<file path="config.mk">
export PLATFORM = sky130hd
export DESIGN_NAME = mem_arbiter_flat
export DESIGN_NICKNAME = d
export VERILOG_FILES = /design/src/rtl/mem_arb_pkg.sv /design/src/rtl/mem_arb_if.sv /design/src/rtl/mem_arb_slot.sv /design/src/rtl/mem_arbiter.sv /design/src/flat_wrapper.sv
export SDC_FILE = /design/constraint.sdc
export NUM_CORES = 1
export LEC_CHECK = 0
export BUFFER_PORTS_ARGS = -buffer_cell sky130_fd_sc_hd__buf_4
export CELL_PAD_IN_SITES_DETAIL_PLACEMENT = 1
export CELL_PAD_IN_SITES_GLOBAL_PLACEMENT = 2
export CORE_AREA = 2 2 286 288
export DETAILED_ROUTE_END_ITERATION = 12
export DIE_AREA = 0 0 288 290
export PLACE_DENSITY_LB_ADDON = 0.15
export RECOVER_POWER = 50
export REMOVE_ABC_BUFFERS = 1
export SYNTH_ARGS = -nofsm -noshare
export SYNTH_HDL_FRONTEND = slang
export SYNTH_SLANG_ARGS = --single-unit
export TNS_END_PERCENT = 100
</file>
<file path="constraint.sdc">
create_clock -name clk -period 3.25 [get_ports clk]
set_clock_uncertainty 0.15 [all_clocks]
set_input_delay 0.65 -clock clk [delete_from_list [all_inputs] [get_ports clk]]
set_output_delay 0.65 -clock clk [all_outputs]
set_load 0.02 [all_outputs]
</file>
<file path="src/rtl/mem_arb_pkg.sv">
// Shared types and default widths for the two-port (ICache/DCache) memory arbiter.
package mem_arb_pkg;

    localparam int DEF_ADDR_W = 32;
    localparam int DEF_LINE_W = 128;

    typedef enum logic {
        ST_IDLE,
        ST_BUSY
    } state_t;

    typedef enum logic {
        OWN_IC,
        OWN_DC
    } owner_t;

endpackage

</file>
<file path="src/rtl/mem_arb_if.sv">
// Bundles the ICache, DCache and memory handshakes seen by the arbiter.
interface mem_arb_if import mem_arb_pkg::*; #(
    parameter int ADDR_W = DEF_ADDR_W,
    parameter int LINE_W = DEF_LINE_W
);

    logic              ic_req_i;
    logic [ADDR_W-1:0] ic_addr_i;
    logic              ic_ready_o;
    logic [LINE_W-1:0] ic_data_o;

    logic              dc_req_i;
    logic              dc_we_i;
    logic [ADDR_W-1:0] dc_addr_i;
    logic [LINE_W-1:0] dc_wdata_i;
    logic              dc_ready_o;
    logic [LINE_W-1:0] dc_data_o;

    logic              mem_req_o;
    logic              mem_we_o;
    logic [ADDR_W-1:0] mem_addr_o;
    logic [LINE_W-1:0] mem_wdata_o;
    logic              mem_ready_i;
    logic [LINE_W-1:0] mem_data_i;

    // The environment (caches plus memory) drives requests and memory responses.
    modport master (
        output ic_req_i, ic_addr_i,
        output dc_req_i, dc_we_i, dc_addr_i, dc_wdata_i,
        output mem_ready_i, mem_data_i,
        input  ic_ready_o, ic_data_o, dc_ready_o, dc_data_o,
        input  mem_req_o, mem_we_o, mem_addr_o, mem_wdata_o
    );

    modport slave (
        input  ic_req_i, ic_addr_i,
        input  dc_req_i, dc_we_i, dc_addr_i, dc_wdata_i,
        input  mem_ready_i, mem_data_i,
        output ic_ready_o, ic_data_o, dc_ready_o, dc_data_o,
        output mem_req_o, mem_we_o, mem_addr_o, mem_wdata_o
    );

endinterface

</file>
<file path="src/rtl/mem_arb_slot.sv">
// One-deep request capture slot: holds a port's request until the arbiter completes it.
module mem_arb_slot import mem_arb_pkg::*; #(
    parameter int ADDR_W = DEF_ADDR_W,
    parameter int LINE_W = DEF_LINE_W
) (
    input  logic              clk,
    input  logic              rst,
    input  logic              req_i,
    input  logic              we_i,
    input  logic [ADDR_W-1:0] addr_i,
    input  logic [LINE_W-1:0] wdata_i,
    input  logic              clr_i,
    output logic              pending_o,
    output logic              we_o,
    output logic [ADDR_W-1:0] addr_o,
    output logic [LINE_W-1:0] wdata_o
);

    logic              pending_q, pending_d;
    logic              we_q, we_d;
    logic [ADDR_W-1:0] addr_q, addr_d;
    logic [LINE_W-1:0] wdata_q, wdata_d;

    // A request arriving on the completion edge refills the slot, so set beats clear.
    always_comb begin
        pending_d = pending_q;
        we_d      = we_q;
        addr_d    = addr_q;
        wdata_d   = wdata_q;
        if (clr_i) begin
            pending_d = 1'b0;
        end
        if (req_i && (!pending_q || clr_i)) begin
            pending_d = 1'b1;
            we_d      = we_i;
            addr_d    = addr_i;
            wdata_d   = wdata_i;
        end
    end

    always_ff @(posedge clk) begin
        if (rst) begin
            pending_q <= 1'b0;
            we_q      <= 1'b0;
            addr_q    <= '0;
            wdata_q   <= '0;
        end else begin
            pending_q <= pending_d;
            we_q      <= we_d;
            addr_q    <= addr_d;
            wdata_q   <= wdata_d;
        end
    end

    assign pending_o = pending_q;
    assign we_o      = we_q;
    assign addr_o    = addr_q;
    assign wdata_o   = wdata_q;

endmodule

</file>
<file path="src/rtl/mem_arbiter.sv">
// Round-robin arbiter sharing one memory port between ICache refills and DCache
// reads/write-backs, with a single outstanding memory transaction.
module mem_arbiter import mem_arb_pkg::*; #(
    parameter int ADDR_W = DEF_ADDR_W,
    parameter int LINE_W = DEF_LINE_W
) (
    input logic      clk,
    input logic      rst,
    mem_arb_if.slave bus
);

    state_t            state_q, state_d;
    owner_t            owner_q, owner_d;
    owner_t            last_q, last_d;
    logic              mem_req_q, mem_req_d;
    logic              mem_we_q, mem_we_d;
    logic [ADDR_W-1:0] mem_addr_q, mem_addr_d;
    logic [LINE_W-1:0] mem_wdata_q, mem_wdata_d;
    logic              ic_ready_q, ic_ready_d;
    logic              dc_ready_q, dc_ready_d;
    logic [LINE_W-1:0] ic_data_q, ic_data_d;
    logic [LINE_W-1:0] dc_data_q, dc_data_d;

    logic              ic_pend, dc_pend;
    logic              ic_we, dc_we;
    logic [ADDR_W-1:0] ic_addr, dc_addr;
    logic [LINE_W-1:0] ic_wdata, dc_wdata;
    logic              ic_clr, dc_clr;
    logic              grant_dc;

    mem_arb_slot #(.ADDR_W(ADDR_W), .LINE_W(LINE_W)) u_ic_slot (
        .clk       (clk),
        .rst       (rst),
        .req_i     (bus.ic_req_i),
        .we_i      (1'b0),
        .addr_i    (bus.ic_addr_i),
        .wdata_i   ('0),
        .clr_i     (ic_clr),
        .pending_o (ic_pend),
        .we_o      (ic_we),
        .addr_o    (ic_addr),
        .wdata_o   (ic_wdata)
    );

    mem_arb_slot #(.ADDR_W(ADDR_W), .LINE_W(LINE_W)) u_dc_slot (
        .clk       (clk),
        .rst       (rst),
        .req_i     (bus.dc_req_i),
        .we_i      (bus.dc_we_i),
        .addr_i    (bus.dc_addr_i),
        .wdata_i   (bus.dc_wdata_i),
        .clr_i     (dc_clr),
        .pending_o (dc_pend),
        .we_o      (dc_we),
        .addr_o    (dc_addr),
        .wdata_o   (dc_wdata)
    );

    always_ff @(posedge clk) begin
        if (rst) begin
            state_q <= ST_IDLE;
        end else begin
            state_q <= state_d;
        end
    end

    always_comb begin
        state_d = state_q;
        case (state_q)
            ST_IDLE: if (ic_pend || dc_pend)  state_d = ST_BUSY;
            ST_BUSY: if (bus.mem_ready_i)     state_d = ST_IDLE;
            default:                          state_d = ST_IDLE;
        endcase
    end

    // DCache wins a tie only when the ICache was the last port served.
    always_comb begin
        grant_dc    = dc_pend && (!ic_pend || (last_q == OWN_IC));
        owner_d     = owner_q;
        last_d      = last_q;
        mem_req_d   = mem_req_q;
        mem_we_d    = mem_we_q;
        mem_addr_d  = mem_addr_q;
        mem_wdata_d = mem_wdata_q;
        ic_ready_d  = 1'b0;
        dc_ready_d  = 1'b0;
        ic_data_d   = ic_data_q;
        dc_data_d   = dc_data_q;
        ic_clr      = 1'b0;
        dc_clr      = 1'b0;

        if ((state_q == ST_IDLE) && (ic_pend || dc_pend)) begin
            owner_d     = grant_dc ? OWN_DC : OWN_IC;
            mem_req_d   = 1'b1;
            mem_we_d    = grant_dc ? dc_we    : ic_we;
            mem_addr_d  = grant_dc ? dc_addr  : ic_addr;
            mem_wdata_d = grant_dc ? dc_wdata : ic_wdata;
        end

        if ((state_q == ST_BUSY) && bus.mem_ready_i) begin
            mem_req_d = 1'b0;
            last_d    = owner_q;
            if (owner_q == OWN_IC) begin
                ic_ready_d = 1'b1;
                ic_data_d  = bus.mem_data_i;
                ic_clr     = 1'b1;
            end else begin
                dc_ready_d = 1'b1;
                dc_clr     = 1'b1;
                if (!mem_we_q) begin
                    dc_data_d = bus.mem_data_i;
                end
            end
        end
    end

    always_ff @(posedge clk) begin
        if (rst) begin
            owner_q     <= OWN_IC;
            last_q      <= OWN_DC;
            mem_req_q   <= 1'b0;
            mem_we_q    <= 1'b0;
            mem_addr_q  <= '0;
            mem_wdata_q <= '0;
            ic_ready_q  <= 1'b0;
            dc_ready_q  <= 1'b0;
            ic_data_q   <= '0;
            dc_data_q   <= '0;
        end else begin
            owner_q     <= owner_d;
            last_q      <= last_d;
            mem_req_q   <= mem_req_d;
            mem_we_q    <= mem_we_d;
            mem_addr_q  <= mem_addr_d;
            mem_wdata_q <= mem_wdata_d;
            ic_ready_q  <= ic_ready_d;
            dc_ready_q  <= dc_ready_d;
            ic_data_q   <= ic_data_d;
            dc_data_q   <= dc_data_d;
        end
    end

    assign bus.mem_req_o   = mem_req_q;
    assign bus.mem_we_o    = mem_we_q;
    assign bus.mem_addr_o  = mem_addr_q;
    assign bus.mem_wdata_o = mem_wdata_q;
    assign bus.ic_ready_o  = ic_ready_q;
    assign bus.ic_data_o   = ic_data_q;
    assign bus.dc_ready_o  = dc_ready_q;
    assign bus.dc_data_o   = dc_data_q;

endmodule

</file>
<file path="src/flat_wrapper.sv">
// flat-port wrapper written by rule: the top's interface ports become plain ports
module mem_arbiter_flat import mem_arb_pkg::*;
#(
    parameter int ADDR_W = DEF_ADDR_W,
    parameter int LINE_W = DEF_LINE_W
)
  (clk, rst, bus_ic_req_i, bus_ic_addr_i, bus_dc_req_i, bus_dc_we_i, bus_dc_addr_i, bus_dc_wdata_i, bus_mem_ready_i, bus_mem_data_i, bus_ic_ready_o, bus_ic_data_o, bus_dc_ready_o, bus_dc_data_o, bus_mem_req_o, bus_mem_we_o, bus_mem_addr_o, bus_mem_wdata_o);
  mem_arb_if #(.ADDR_W(ADDR_W), .LINE_W(LINE_W)) bus_i ();
  input logic clk;
  input logic rst;
  input wire logic [$bits(bus_i.ic_req_i)-1:0] bus_ic_req_i;
  input wire logic [$bits(bus_i.ic_addr_i)-1:0] bus_ic_addr_i;
  input wire logic [$bits(bus_i.dc_req_i)-1:0] bus_dc_req_i;
  input wire logic [$bits(bus_i.dc_we_i)-1:0] bus_dc_we_i;
  input wire logic [$bits(bus_i.dc_addr_i)-1:0] bus_dc_addr_i;
  input wire logic [$bits(bus_i.dc_wdata_i)-1:0] bus_dc_wdata_i;
  input wire logic [$bits(bus_i.mem_ready_i)-1:0] bus_mem_ready_i;
  input wire logic [$bits(bus_i.mem_data_i)-1:0] bus_mem_data_i;
  output wire logic [$bits(bus_i.ic_ready_o)-1:0] bus_ic_ready_o;
  output wire logic [$bits(bus_i.ic_data_o)-1:0] bus_ic_data_o;
  output wire logic [$bits(bus_i.dc_ready_o)-1:0] bus_dc_ready_o;
  output wire logic [$bits(bus_i.dc_data_o)-1:0] bus_dc_data_o;
  output wire logic [$bits(bus_i.mem_req_o)-1:0] bus_mem_req_o;
  output wire logic [$bits(bus_i.mem_we_o)-1:0] bus_mem_we_o;
  output wire logic [$bits(bus_i.mem_addr_o)-1:0] bus_mem_addr_o;
  output wire logic [$bits(bus_i.mem_wdata_o)-1:0] bus_mem_wdata_o;
  assign bus_i.ic_req_i = bus_ic_req_i;
  assign bus_i.ic_addr_i = bus_ic_addr_i;
  assign bus_i.dc_req_i = bus_dc_req_i;
  assign bus_i.dc_we_i = bus_dc_we_i;
  assign bus_i.dc_addr_i = bus_dc_addr_i;
  assign bus_i.dc_wdata_i = bus_dc_wdata_i;
  assign bus_i.mem_ready_i = bus_mem_ready_i;
  assign bus_i.mem_data_i = bus_mem_data_i;
  assign bus_ic_ready_o = bus_i.ic_ready_o;
  assign bus_ic_data_o = bus_i.ic_data_o;
  assign bus_dc_ready_o = bus_i.dc_ready_o;
  assign bus_dc_data_o = bus_i.dc_data_o;
  assign bus_mem_req_o = bus_i.mem_req_o;
  assign bus_mem_we_o = bus_i.mem_we_o;
  assign bus_mem_addr_o = bus_i.mem_addr_o;
  assign bus_mem_wdata_o = bus_i.mem_wdata_o;
  mem_arbiter #(.ADDR_W(ADDR_W), .LINE_W(LINE_W)) u_core (.clk(clk), .rst(rst), .bus(bus_i));
endmodule
</file>
# --- Word-level counts from Yosys, hierarchy flattened ---
# Cells that the tools add are included.
word_totals:
  input_bits: 326
  word_cells: 52
  ff_bits: 618
  output_inout_bits: 420
op_classes:
  bitwise: 4
  n_mux: 15
  n_reduce_logical: 16
ops:
  columns: ["operator", "n"]
  rows:
  - ["128-bit 2-to-1 mux", 1]
  - ["32-bit 2-to-1 mux", 1]
  - ["1-bit 2-to-1 mux", 12]
  - ["1-bit logical AND", 5]
  - ["1-bit logical OR", 4]
  - ["1-bit inverter", 4]
  - ["2-bit nonzero test", 2]
  - ["3-bit AND reduction", 1]
  - ["1-bit zero test", 2]
  - ["1-bit one-hot mux with 2 select lines", 1]
  - ["2-bit AND reduction", 1]
  - ["2-bit OR reduction", 1]

# --- Depth between registers and ports, before layout ---
logic_depth:
  ltp_word: 5
  mapped_depth: 7
  ltp_nobuf: 3

# --- Cells and area by module ---
# From an unflattened synthesis, not the netlist that was laid out.
hier_totals:
  hier_cells: 3436
  area_unflattened_um2: 30783.3
by_module_without_submodules:
  columns: ["mod", "area_each_um2", "seq_area_each_um2", "cells_each", "n_inst"]
  rows:
  - ["mem_arbiter", 16304.4, 8468.1, 2030, 1]
  - ["mem_arb_slot", 7239.4, 3243.1, 703, 2]

# --- Least setup slack after synthesis ---
# OpenSTA, ideal clock, no wires.
synth_timing:
  path_kind: "input to register"
  from: "in bus_mem_ready_i"
  to: "reg u_core.u_dc_slot.addr_q[0], in the netlist u_core.u_dc_slot.addr_o[0]"
  slack_ns: 1.297
  path_buffers: 4
  setup_ns: 0.072
  path_stages: 7
  required_time_ns: 3.028
  t_arrival_ns: 1.731
  path_cell_list: "buf_2 nand3_1 a21boi_1 buf_2 buf_4 buf_4 mux2i_1"
synth_via:
  elab_chain_len: 4
synth_rtl:
  columns: ["item", "line_no", "text"]
  rows:
  - ["start, declared", "flat_wrapper.sv:17", "input wire logic [$bits(bus_i.mem_ready_i)-1:0] bus_mem_ready_i;"]
  - ["1-bit logical AND", "mem_arbiter.sv:100", "if ((state_q == ST_BUSY) && bus.mem_ready_i) begin"]
  - ["1-bit 2-to-1 mux", "mem_arbiter.sv:100", null]
  - ["1-bit logical OR", "mem_arb_slot.sv:33", "if (req_i && (!pending_q || clr_i)) begin"]
  - ["1-bit logical AND", "mem_arb_slot.sv:33", null]
  - ["end signal, assigned", "mem_arb_slot.sv:50", "addr_q <= addr_d;"]
  - ["end, declared", "mem_arb_slot.sv:21", "logic [ADDR_W-1:0] addr_q, addr_d;"]
# Every way passes these cells.
# A chain may end at the register's enable or synchronous reset.

==> flow_summary_export.csv <==
group,metric,value,unit
setup_path,reg2regPathDepth,4,
final_layout,syn2layout_area_growth,32.7,%
setup_path,r2r_slack,0.89,ns
timing,fin_crit,2.59,ns
setup_path,path_cells,"clkbuf_2, clkbuf_1, nand2b_1, mux2i_1",
setup_path,max_stage_delay,1.24,ns
route,viasPerCell,4.62,
yosys,synthXorXnorAreaFrac,0,%
cts,cts.clk_slew.worst_paths,0.06,ns
yosys,synthTopCellsByArea,"dfxtp_1 (54%), nand2b_1 (11%), nand2_1 (9.5%)",
cts,cts_resized,0,
placed_design,pre_cts_slack,0.682,ns
pwr,switching_share,25.4,%
pwr,powerDensity,601,nW/µm²
timing,setup_viol,0,
yosys,muxShareOfSynthArea,8.49,%
setup_path,r2r_end,"u_core.bus.dc_data_o[101]",
setup_path,crit_type,"input pin to register",
final_layout,drive_above_1_share,15.1,%
setup_path,cp-end-kind,"register",
hold_path,hold_end,"u_core.u_dc_slot.pending_o",
pwr,internal_power,13500,µW
global_routing,grt_overflow_total,0,
placed_design,gp_congestion,0.788,
setup_path,cp-start-kind,"input pin",
timing,holdWs,0.119,ns
floorplanning,num_io_pins,746,
cts,clock_latency,0.60,ns
hold_path,hold_start,"bus_dc_req_i",
yosys,synth_top_family_by_area,"simple AND/OR/NAND/NOR gates",
pwr,total_leakage_power,0.0114,µW
setup_path,cp_max_fo,91,
cts,cts.path.max_buffers,3,
timing,worst_pin_slew,1.81,ns
timing,fmax,387,MHz
floorplanning,dieArea,83500,µm²
placed_design,dp.final_hpwl,60900,µm
run_status,status,"complete, but fails checks",
global_routing,antenna_found_initial,20,
hold_path,whs_path_depth,3,
global_routing,grtUsageTotal,20.2,%
yosys,synth-simple-area-share,21.1,%
route,routedWlPerCell,20.7,µm
floorplanning,fp.dieW,288,µm
timing,worst_slack,0.664,ns
pwr,power.share.clock,45.3,%
yosys,synth_top_area_share,54.3,%
run_status,violations,"max-capacitance violations, max-slew violations",
pwr,irDropWorstVdd,362,µV
yosys,yosysSeqAreaShare,54.3,%
yosys,synth_cells,2447,
timing,finalHoldViolations,0,
setup_path,required,3.56,ns
final_layout,num-nets-final,3434,
route,wirelength,87600,µm
cts,root_buffer,"clkbuf_16",
global_routing,grt_max_degree,131,
yosys,ys_types,27,
yosys,yosys_warnings,0,
yosys,synth_top_cell_by_area,"dfxtp_1",
timing,rsz0062_at_grt,"no",
yosys,netlist_area,22800,µm²
pwr,p_comb_share,10.1,%
setup_path,crit_family,"buffers and inverters",
setup_path,r2r-start,"u_core.state_q",
cts,cts_buffers,75,
route,drcViolationCount,0,
cts,cts_tree,"built",
setup_path,path_buf_inv,2,
timing,finalCritPeriodShare,79.6,%
cts,clkSinkCount,618,
hold_path,holdCritPathClass,"input pin to register",
route,drt_iter0_markers,768,
cts,holdBufCountCts,0,
setup_path,arrival,2.90,ns
floorplanning,core_region_area,80200,µm²
global_routing,grt_pass1_vias,20600,
floorplanning,start_util,28.4,%
pwr,seqPwrFrac,44.6,%
route,vias,19600,
cts,htree_num_levels,3,
timing,max_slew_margin,-20.3,%
floorplanning,rows,104,
route,postRouteAntennaNets,0,
job,maxCapViolCount,1,
floorplanning,die-height,290,µm
cts,cts_setup_buffers,0,
route,drt_first_pass_iters,5,
pwr,switchingPower,4620,µW
timing,slew_violations,90,
setup_path,slowest_stage,"clkbuf_2",
yosys,avgSynthCellArea,9.30,µm²
global_routing,grt_pass1_wl,130000,µm
yosys,ys_seq_elements,618,
yosys,synth-adder-area-share,0,%
placed_design,port_buffers,745,
yosys,synth-compound-area-share,12.2,%
==> layout by cell type (no fill, tap or decap) <==
| master | instances |
|---|---|
| nand3_1 | 1 |
| buf_12 | 20 |
| clkinvlp_4 | 1 |
| clkinv_8 | 1 |
| inv_6 | 2 |
| nor2_1 | 37 |
| a22o_1 | 129 |
| nor3_4 | 1 |
| clkbuf_8 | 21 |
| inv_1 | 1 |
| nor2_4 | 1 |
| mux2i_1 | 193 |
| clkbuf_16 | 78 |
| o21ba_2 | 1 |
| a21oi_1 | 258 |
| and4b_4 | 1 |
| nor2b_1 | 1 |
| a21bo_1 | 1 |
| a311oi_1 | 32 |
| nand2_1 | 578 |
| a211oi_1 | 2 |
| dfxtp_1 | 618 |
| nand3b_1 | 2 |
| nand2b_1 | 386 |
| nor3_1 | 1 |
| nand4b_1 | 1 |
| clkinv_2 | 6 |
| a21boi_2 | 1 |
| clkbuf_2 | 2 |
| and3b_4 | 1 |
| buf_4 | 337 |
| clkbuf_1 | 442 |
| diode_2 | 14 |
| o22ai_1 | 1 |
| a21boi_4 | 2 |
| inv_16 | 1 |
==> cells in the mapped netlist, drive strengths merged <==
| cell type | number |
|---|---|
| clkbuf | 103 |
| and4b | 1 |
| a211oi | 2 |
| buf | 94 |
| mux2i | 193 |
| nor3 | 2 |
| nand2 | 578 |
| a22o | 129 |
| a311oi | 32 |
| nor2b | 1 |
| nand3 | 1 |
| o22ai | 1 |
| o21ba | 1 |
| dfxtp | 618 |
| a21boi | 3 |
| nand3b | 2 |
| and3b | 1 |
| nand4b | 1 |
| nor2 | 38 |
| a21oi | 258 |
| inv | 1 |
| a21bo | 1 |
| nand2b | 386 |
==> area by class of cell <==
class	count	area [µm²]
diodes	14	35.0
clock inverters	11	91.3
flip-flops and latches	618	12400
inverters	1	3.75
well taps	1060	1330
fillers	9477	49900
clock buffers	119	2320
repair buffers	781	4520
multi-input cells	1631	9540
==> power by group through the flow <==
| stage | clock network (µW) | logic (µW) | registers (µW) |
|---|---|---|---|
| final | 8220 | 1840 | 8100 |
| after global routing | 8810 | 2010 | 8130 |
| after CTS | 8490 | 2020 | 8100 |
| after detailed placement | 0 | 2020 | 8260 |
| after global placement | 0 | 1980 | 8250 |
| after floorplan | 0 | 870 | 8430 |
==> worst register-to-register path, cell delays in order, from the launching register on <==
cell,delay (ns)
dfxtp_1,0.57
nand4b_1,0.81
buf_12,0.47
nand2_1,0.09
a21oi_1,0.07
==> routing by layer <==
layer / vias to the layer above / part of all wire, % / GRT usage (%)
met5: - / 0.11 / 0
met4: 14 / 3.2 / 8.35
met3: 135 / 7.4 / 6.78
met2: 497 / 51 / 35.6
met1: 9498 / 39 / 22.0
li1: 9417 / - / -
==> worst max path at each step <==
stage	start	to	slack, ns	cells past startpoint
2_1_floorplan	bus_mem_ready_i	u_core.u_dc_slot.addr_o[0]	-9.40	3
5_1_grt	rst	u_core.u_dc_slot.wdata_o[47]	0.40	4
3_3_place_gp	bus_mem_ready_i	u_core.bus.dc_data_o[63]	0.67	5
4_1_cts	u_core.state_q	u_core.bus.dc_data_o[61]	0.80	4
6_report	rst	u_core.u_dc_slot.wdata_o[124]	0.66	4
3_5_place_dp	bus_mem_ready_i	u_core.bus.dc_data_o[112]	0.68	5
==> through the flow <==
step	utilization, %	area [µm²]	total power (µW)	std cells	TNS (ns)
after floorplan	-	21900	9300	2250	-2065.94
after global placement	36.6	29400	10200	4091	0
after detailed placement	36.6	29400	10300	4091	0
after CTS	39.6	31800	18600	4221	0
after global routing	37.7	30200	19000	4232	0
final	37.7	30200	18200	4235	0
==> sequential cells by signal, summed over array words and instances (netlist names), 32 cells and up <==
register	count
u_core.u_dc_slot.wdata_o	128
u_core.bus.mem_wdata_o	128
u_core.bus.mem_addr_o	32
u_core.bus.dc_data_o	128
u_core.bus.ic_data_o	128
u_core.u_dc_slot.addr_o	32
u_core.u_ic_slot.addr_o	32
==> logic make-up (layout without fill, tap and decap cells) <==
| group | count (synthesis) | after routing |
|---|---|---|
| AO/OA/AOI/OAI | 427 | 427 |
| buffers and inverters | 198 | 912 |
| flip-flops | 618 | 618 |
| multiplexers | 193 | 193 |
| other | 0 | 14 |
| AND/OR/NAND/NOR | 1011 | 1011 |
Power figures use the tool's default switching activity.
